$ cat src/rtl/serial_add_controller_if.sv
// Handshake and operand/result bus of the bit-serial add/subtract controller.
// The master side issues start/sub/a/b; the slave side returns the registered
// result, busy/done status and NZCV flags.
interface serial_add_controller_if #(
    parameter int unsigned WIDTH = 64
);
    logic             start;
    logic             sub;
    logic [WIDTH-1:0] a;
    logic [WIDTH-1:0] b;
    logic [WIDTH-1:0] result;
    logic             busy;
    logic             done;
    logic             flag_n;
    logic             flag_z;
    logic             flag_c;
    logic             flag_v;

    modport master (
        output start, sub, a, b,
        input  result, busy, done, flag_n, flag_z, flag_c, flag_v
    );

    modport slave (
        input  start, sub, a, b,
        output result, busy, done, flag_n, flag_z, flag_c, flag_v
    );
endinterface

$ cat src/rtl/serial_add_controller.sv
// Bit-serial add/subtract controller: one full-adder slice is reused for WIDTH
// cycles, LSB first, to build a WIDTH-bit sum/difference plus NZCV flags.
// Optional feature macro: SERIAL_ADD_SUB_EN enables subtraction (a + ~b + 1);
// when undefined the sub input is ignored and only addition is performed.
module serial_add_controller #(
    parameter int unsigned WIDTH = 64
) (
    input  logic                    clk,
    input  logic                    reset,
    serial_add_controller_if.slave  bus
);
    localparam int unsigned CNT_W = (WIDTH > 1) ? $clog2(WIDTH) : 1;
    localparam logic [CNT_W-1:0] LAST_BIT = CNT_W'(WIDTH - 1);

    typedef enum logic [1:0] {
        IDLE = 2'd0,
        RUN  = 2'd1,
        DONE = 2'd2
    } state_t;

    state_t           state;
    logic [WIDTH-1:0] sa;
    logic [WIDTH-1:0] sb;
    logic [WIDTH-1:0] shreg;
    logic             sub_q;
    logic             carry_q;
    logic [CNT_W-1:0] count;
    logic             zero_acc;

    logic             sub_load;
    logic             b_bit;
    logic             sum;
    logic             cout;

`ifdef SERIAL_ADD_SUB_EN
    // Subtract mode is taken from the request.
    always_comb begin
        sub_load = bus.sub;
    end
`else
    logic unused_sub;
    assign unused_sub = bus.sub;

    // Addition only; subtract request is ignored.
    always_comb begin
        sub_load = 1'b0;
    end
`endif

    // Shared full-adder slice working on the current LSBs.
    always_comb begin
        b_bit = sb[0] ^ sub_q;
        sum   = sa[0] ^ b_bit ^ carry_q;
        cout  = (sa[0] & b_bit) | (carry_q & (sa[0] ^ b_bit));
    end

    // Controller FSM, operand/result shifting and registered outputs.
    always_ff @(posedge clk) begin
        if (!reset) begin
            state       <= IDLE;
            sa          <= '0;
            sb          <= '0;
            shreg       <= '0;
            sub_q       <= 1'b0;
            carry_q     <= 1'b0;
            count       <= '0;
            zero_acc    <= 1'b0;
            bus.result  <= '0;
            bus.busy    <= 1'b0;
            bus.done    <= 1'b0;
            bus.flag_n  <= 1'b0;
            bus.flag_z  <= 1'b0;
            bus.flag_c  <= 1'b0;
            bus.flag_v  <= 1'b0;
        end else begin
            bus.done <= 1'b0;
            unique case (state)
                IDLE, DONE: begin
                    bus.busy <= 1'b0;
                    if (bus.start) begin
                        // The initial carry supplies the +1 of two's-complement subtract.
                        sa       <= bus.a;
                        sb       <= bus.b;
                        sub_q    <= sub_load;
                        carry_q  <= sub_load;
                        count    <= '0;
                        zero_acc <= 1'b1;
                        shreg    <= '0;
                        bus.busy <= 1'b1;
                        state    <= RUN;
                    end else begin
                        state    <= IDLE;
                    end
                end
                RUN: begin
                    sa       <= sa >> 1;
                    sb       <= sb >> 1;
                    shreg    <= {sum, shreg[WIDTH-1:1]};
                    carry_q  <= cout;
                    zero_acc <= zero_acc & ~sum;
                    if (count == LAST_BIT) begin
                        // Final bit: publish result and flags together with done.
                        bus.result <= {sum, shreg[WIDTH-1:1]};
                        bus.flag_n <= sum;
                        bus.flag_z <= zero_acc & ~sum;
                        bus.flag_c <= cout;
                        bus.flag_v <= carry_q ^ cout;
                        bus.busy   <= 1'b0;
                        bus.done   <= 1'b1;
                        state      <= DONE;
                    end else begin
                        count      <= count + CNT_W'(1);
                    end
                end
                default: begin
                    bus.busy <= 1'b0;
                    state    <= IDLE;
                end
            endcase
        end
    end
endmodule

$ cat src/flat_wrapper.sv
// flat-port wrapper written by rule: the top's interface ports become plain ports
module serial_add_controller_flat 
#(
    parameter int unsigned WIDTH = 64
)
  (clk, reset, bus_start, bus_sub, bus_a, bus_b, bus_result, bus_busy, bus_done, bus_flag_n, bus_flag_z, bus_flag_c, bus_flag_v);
  serial_add_controller_if #(.WIDTH(WIDTH)) bus_i ();
  input  logic clk;
  input  logic reset;
  input wire logic [$bits(bus_i.start)-1:0] bus_start;
  input wire logic [$bits(bus_i.sub)-1:0] bus_sub;
  input wire logic [$bits(bus_i.a)-1:0] bus_a;
  input wire logic [$bits(bus_i.b)-1:0] bus_b;
  output wire logic [$bits(bus_i.result)-1:0] bus_result;
  output wire logic [$bits(bus_i.busy)-1:0] bus_busy;
  output wire logic [$bits(bus_i.done)-1:0] bus_done;
  output wire logic [$bits(bus_i.flag_n)-1:0] bus_flag_n;
  output wire logic [$bits(bus_i.flag_z)-1:0] bus_flag_z;
  output wire logic [$bits(bus_i.flag_c)-1:0] bus_flag_c;
  output wire logic [$bits(bus_i.flag_v)-1:0] bus_flag_v;
  assign bus_i.start = bus_start;
  assign bus_i.sub = bus_sub;
  assign bus_i.a = bus_a;
  assign bus_i.b = bus_b;
  assign bus_result = bus_i.result;
  assign bus_busy = bus_i.busy;
  assign bus_done = bus_i.done;
  assign bus_flag_n = bus_i.flag_n;
  assign bus_flag_z = bus_i.flag_z;
  assign bus_flag_c = bus_i.flag_c;
  assign bus_flag_v = bus_i.flag_v;
  serial_add_controller #(.WIDTH(WIDTH)) u_core (.clk(clk), .reset(reset), .bus(bus_i));
endmodule
$ cat config.mk
export PLATFORM = sky130hd
export DESIGN_NAME = serial_add_controller_flat
export DESIGN_NICKNAME = d
export VERILOG_FILES = /design/src/rtl/serial_add_controller_if.sv /design/src/rtl/serial_add_controller.sv /design/src/flat_wrapper.sv
export SDC_FILE = /design/constraint.sdc
export NUM_CORES = 1
export LEC_CHECK = 0
export ABC_AREA = 0
export CORE_ASPECT_RATIO = 0.8
export CORE_MARGIN = 2
export CORE_UTILIZATION = 52
export CTS_CLUSTER_DIAMETER = 30
export DETAILED_ROUTE_END_ITERATION = 7
export PLACE_DENSITY_LB_ADDON = 0.08
export REMOVE_ABC_BUFFERS = 1
export SYNTH_ARGS = -nofsm -noshare
export SYNTH_HDL_FRONTEND = slang
export SYNTH_SLANG_ARGS = --single-unit
$ cat constraint.sdc
create_clock -name clk -period 1.9 [get_ports clk]
set_input_delay 0.475 -clock clk [delete_from_list [all_inputs] [get_ports clk]]
set_output_delay 0.475 -clock clk [all_outputs]
set_load 0.05 [all_outputs]
* Yosys cells after proc, flatten, opt, wreduce, memory -nomap -nowiden *
Cells that the tools add are included.

storage, ports and cells
  word-level logic and storage cells = 56
  input port bits = 132
  register bits = 272
  output and inout port bits = 70

cells by class
  multiplexer cells = 20
  reductions and logical operators = 7
  add/sub/neg operators = 1
  equal/unequal tests = 6
  bitwise gates (word level) = 8

operator list
  operator               number
  $pmux W64 S2           3
  $mux W64               3
  $mux W6                2
  $pmux W6 S2            1
  $add A6 B1 Y6 const B  1
  $eq A6 B6 Y1 const B   1
  $mux W1                6
  $pmux W1 S2            3
  $reduce_and A2 Y1      3
  $ne A2 B2 Y1 const B   2
  $pmux W2 S2            1
  $and A1 B1 Y1          3
  $reduce_and A3 Y1      1
  $xor A1 B1 Y1          3
  $eq A2 B1 Y1 const B   1
  $eq A2 B2 Y1 const B   1
  $logic_not A2 Y1       1
  $mux W2                1
  $ne A2 B1 Y1 const B   1
  $reduce_bool A2 Y1     1
  $reduce_or A2 Y1       1
  $not A1 Y1             1
  $or A1 B1 Y1           1

* Logic depth before layout (Yosys ltp) *
  depth in word-level cells = 5
  mapped depth = 6
  mapped depth without buffers = 5

* Worst setup path after synthesis *
No wires, ideal clock.

  path kind = flip-flop to flip-flop
  from = register u_core.count[0]
  to = register u_core.bus.result[23]
  library setup time = 0.072 ns
  arrival = 1.426 ns
  cell stages (with the launch flop) = 7
  data required time = 1.828 ns
  slack = 0.402 ns
  clock period less this slack = 1.498 ns
  cells stage by stage = dfxtp_1 -> ha_1 -> nand3_2 -> nor3_2 -> buf_6 -> buf_6 -> mux2i_1

on the way
  longest elaborated chain between the ends = 2

ends and longest elaborated chain
  element                      RTL line                        RTL
  from (decl)                  serial_add_controller.sv:27     logic [CNT_W-1:0] count;
  from (signal assigned)       serial_add_controller.sv:112    count <= count + CNT_W'(1);
  $eq A6 B6 Y1                 serial_add_controller.sv:101    if (count == LAST_BIT) begin
  $reduce_and A2 Y1 (no line)  n/a
  to (signal assigned)         serial_add_controller.sv:103    bus.result <= {sum, shreg[WIDTH-1:1]};
  to (decl)                    serial_add_controller_if.sv:26  output result, busy, done, flag_n, flag_z, flag_c, flag_v

No other way between the ends.
A chain may end at the register's enable or synchronous reset.

* Worst setup path after layout *
  from = register u_core.count[0]
  to = register u_core.bus.result[47]

Same word-level chain as after synthesis.

==> impl_metrics.toml <==
[clocking]
cts_tree = "done"
cts-buffers-inserted = 42
clockBufferDepth = 3
clock_sinks = 270
cts.htree.levels = 2
clkLatencyLatePin_ns = 0.52
path_clk_slew_ns = 0.06
clock-root-buffer = "clkbuf_16"
cts-resized-gates = 0
postCtsSetupBuffers = 0
hold_buffers = 0

[timing]
drv_slew = 0
fin_crit_sh_pct = 90.6
setup_violations = 0
finalClockSkew_ns = 0.0147
hold_ws_ns = 0.341
tightestPinTransition_ns = 0.529
fin_ws_ns = 0.178
fin_crit_ns = 1.72
rsz0062_at_grt = "false"
fmax_mhz = 581
fin_setup_tns_ns = 0
relSlewSlack_pct = 64.6
hold_viol = 0

[power_and_ir_drop]
p_clk_share_pct = 50.6
combPwrFrac_pct = 10.4
p_seq_share_pct = 39.0
irDropWorstVdd_mv = 0.611
p_leak_nw = 5.07
pwr_density_cell_mw_per_mm2 = 1110
finalPower_mw = 15.7
p_int_mw = 11.9
power_switching_mw = 3.82
power.share.switching_pct = 24.3

[setup_path]
setup.worst_path.class = "flop to flop"
start_kind = "flop"
critPathMaxFanout = 49
reg2reg_to = "u_core.bus.result[47]$_SDFFE_PN0P_"
ff2ff_path_depth = 5
worstPathRequired_ns = 2.34
reg2reg_slack_ns = 0.18
cp-end-kind = "flop"
rr_startpoint = "u_core.count[0]$_SDFFE_PN0P_"
crit_arrival_ns = 2.17

[route]
drt-initial-drc-count = 742
postRouteAntennaNets = 0
vias_per_cell = 5.66
drt_pre_antenna_iters = 5
wl_per_cell_um = 15.7
drc = 0
num_vias = 9508
route.final.wire_length_um = 26300

[yosys]
synth_cells = 1221
synthXorXnorAreaFrac_pct = 0.0836
synthAdderAreaFrac_pct = 0.310
synthSimpleGateAreaFrac_pct = 23.8
synth_ff_type = "dfxtp_1"
yosys_register_bits = 270
synth-compound-area-share_pct = 11.9
synth_top_family_by_area = "simple AND/OR/NAND/NOR gates"
syn_area_per_cell_um2 = 8.58
ys_seq_area_share_pct = 51.6
post_synth_num_cell_types = 37
yosysWarnings = 0
synth-async-reset-ratio_pct = 0
synth.area.mux_share_pct = 6.59
syn_area_mm2 = 0.0105
synth_edf_count = 0

[cells_and_area]
syn_to_final_growth_pct = 35.5
num_antenna_cells = 0
layout.nets = 1518
final_layout_size_suffix_gt1_share_pct = 13.8
fin_cells = 1681

[global_routing]
track_usage_pct = 23.9
grt_pass1_vias = 8708
grt_max_degree = 106
antenna_found_initial = 0
grt_pass1_wl_um = 42700
overflow = 0

[placement]
place_congestion = 0.780
dp_slack_ns = 0.0153
dp_cells = 1604
place_hpwl_um = 15900
port_buffers = 200

[floorplanning]
die_w_um = 163
design.core.area_mm2 = 0.0198
rows = 46
start_util_pct = 52.9
die-area_mm2 = 0.0213
io_pins = 202
die_h_um = 131

[min_path]
min_to = "u_core.bus.result[26]$_SDFFE_PN0P_"
worstHoldPathCells = 3
min_from = "reset"
hold_path.class = "input port to flop"

[run]
cap_violations = 0

[run_status]
status = "complete, no violations"
-- synthesized netlist by cell type, drive strengths merged (3+ instances only) --
cell	n	share of area, %
and3	4	0.24
mux2i	69	6.6
clkbuf	48	1.7
buf	76	3.9
dfxtp	270	52
nor3	249	12
nand3	70	3.4
nor2	5	0.18
inv	3	0.11
nand2	200	7.2
o22ai	124	7.4
a21oi	69	3.3
nand2b	6	0.36
-- placed cells by master (no fill, tap or decap), types with 9 or more instances in the layout --
| cell | instances |
|---|---|
| nand3_1 | 69 |
| nand2_1 | 200 |
| clkbuf_16 | 43 |
| a21oi_1 | 69 |
| o22ai_1 | 124 |
| mux2i_1 | 69 |
| dfxtp_1 | 270 |
| buf_12 | 24 |
| buf_4 | 90 |
| inv_6 | 9 |
| clkdlybuf4s50_1 | 129 |
| nor3_1 | 248 |
-- worst max path at each step --
stage / start / endpoint / slack (ns) / cells after the start
after floorplan: u_core.state[1]$_SDFFE_PN0P_ / u_core.bus.flag_c$_SDFFE_PN0P_ / -6.04 / 3
after global placement: bus_start / u_core.sb[47]$_SDFFE_PN0P_ / 0.06 / 6
after detailed placement: bus_start / u_core.sb[60]$_SDFFE_PN0P_ / 0.02 / 6
after CTS: u_core.state[0]$_SDFFE_PN0P_ / u_core.bus.result[47]$_SDFFE_PN0P_ / 0.17 / 4
after global routing: u_core.state[0]$_SDFFE_PN0P_ / u_core.bus.result[39]$_SDFFE_PN0P_ / 0.06 / 4
final: u_core.count[0]$_SDFFE_PN0P_ / u_core.bus.result[47]$_SDFFE_PN0P_ / 0.18 / 5
-- registers in the layout, indices dropped and copies added (netlist names) --
register and flops:
u_core.bus.flag_c 1, u_core.sa 64, u_core.bus.busy 1, u_core.shreg 63, u_core.bus.flag_n 1, u_core.count 6
u_core.state 2, u_core.carry_q 1, u_core.bus.result 63, u_core.bus.flag_z 1, u_core.sb 64, u_core.bus.flag_v 1
u_core.zero_acc 1, u_core.bus.done 1
-- routing by layer --
metal	GRT usage, %	vias to the layer above	share of wire [%]
met3	4.64	44	6.5
met4	7.29	0	1.8
li1	-	4709	-
met2	37.6	308	45
met1	33.5	4447	47
met5	0	-	0
-- metrics by stage --
stage	utilization, %	cell area, um2
after floorplan	-	9890
after global placement	64.2	12700
after detailed placement	64.2	12700
after CTS	71.7	14200
after global routing	71.7	14200
final	71.7	14200
-- cells by family (layout without fill, tap and decap cells) --
group	count (synthesis)	count (layout)
DFF	270	270
muxes	69	69
and+or+nand+nor	542	542
adders and majority gates	2	2
xor gates and xnor gates	1	1
buffers and inverters	128	324
AOI/OAI and AO/OA	209	209
-- area by class of cell --
class	count	area, um2
fill	1578	5610
sequential	270	5410
multi-input combinational	823	4510
timing repair buffer	243	2450
clock buffer	48	1120
clock inverter	29	359
tap	264	330
inverter	4	20.0
-- critical path: stages (launching register included) --
cell and delay [ns]:
dfxtp_1 0.38, ha_1 0.25, nand3_2 0.12, nor3_4 0.28, buf_12 0.35, mux2i_1 0.24
-- power groups by stage --
stage / sequential (mW) / combinational (mW) / clock (mW)
6_report: 6.12 / 1.63 / 7.95
5_1_grt: 6.16 / 1.79 / 8.32
4_1_cts: 6.12 / 1.63 / 8.06
3_5_place_dp: 6.23 / 1.61 / 0
3_3_place_gp: 6.23 / 1.59 / 0
2_1_floorplan: 6.20 / 0.938 / 0
Power figures use the tool's default switching activity.
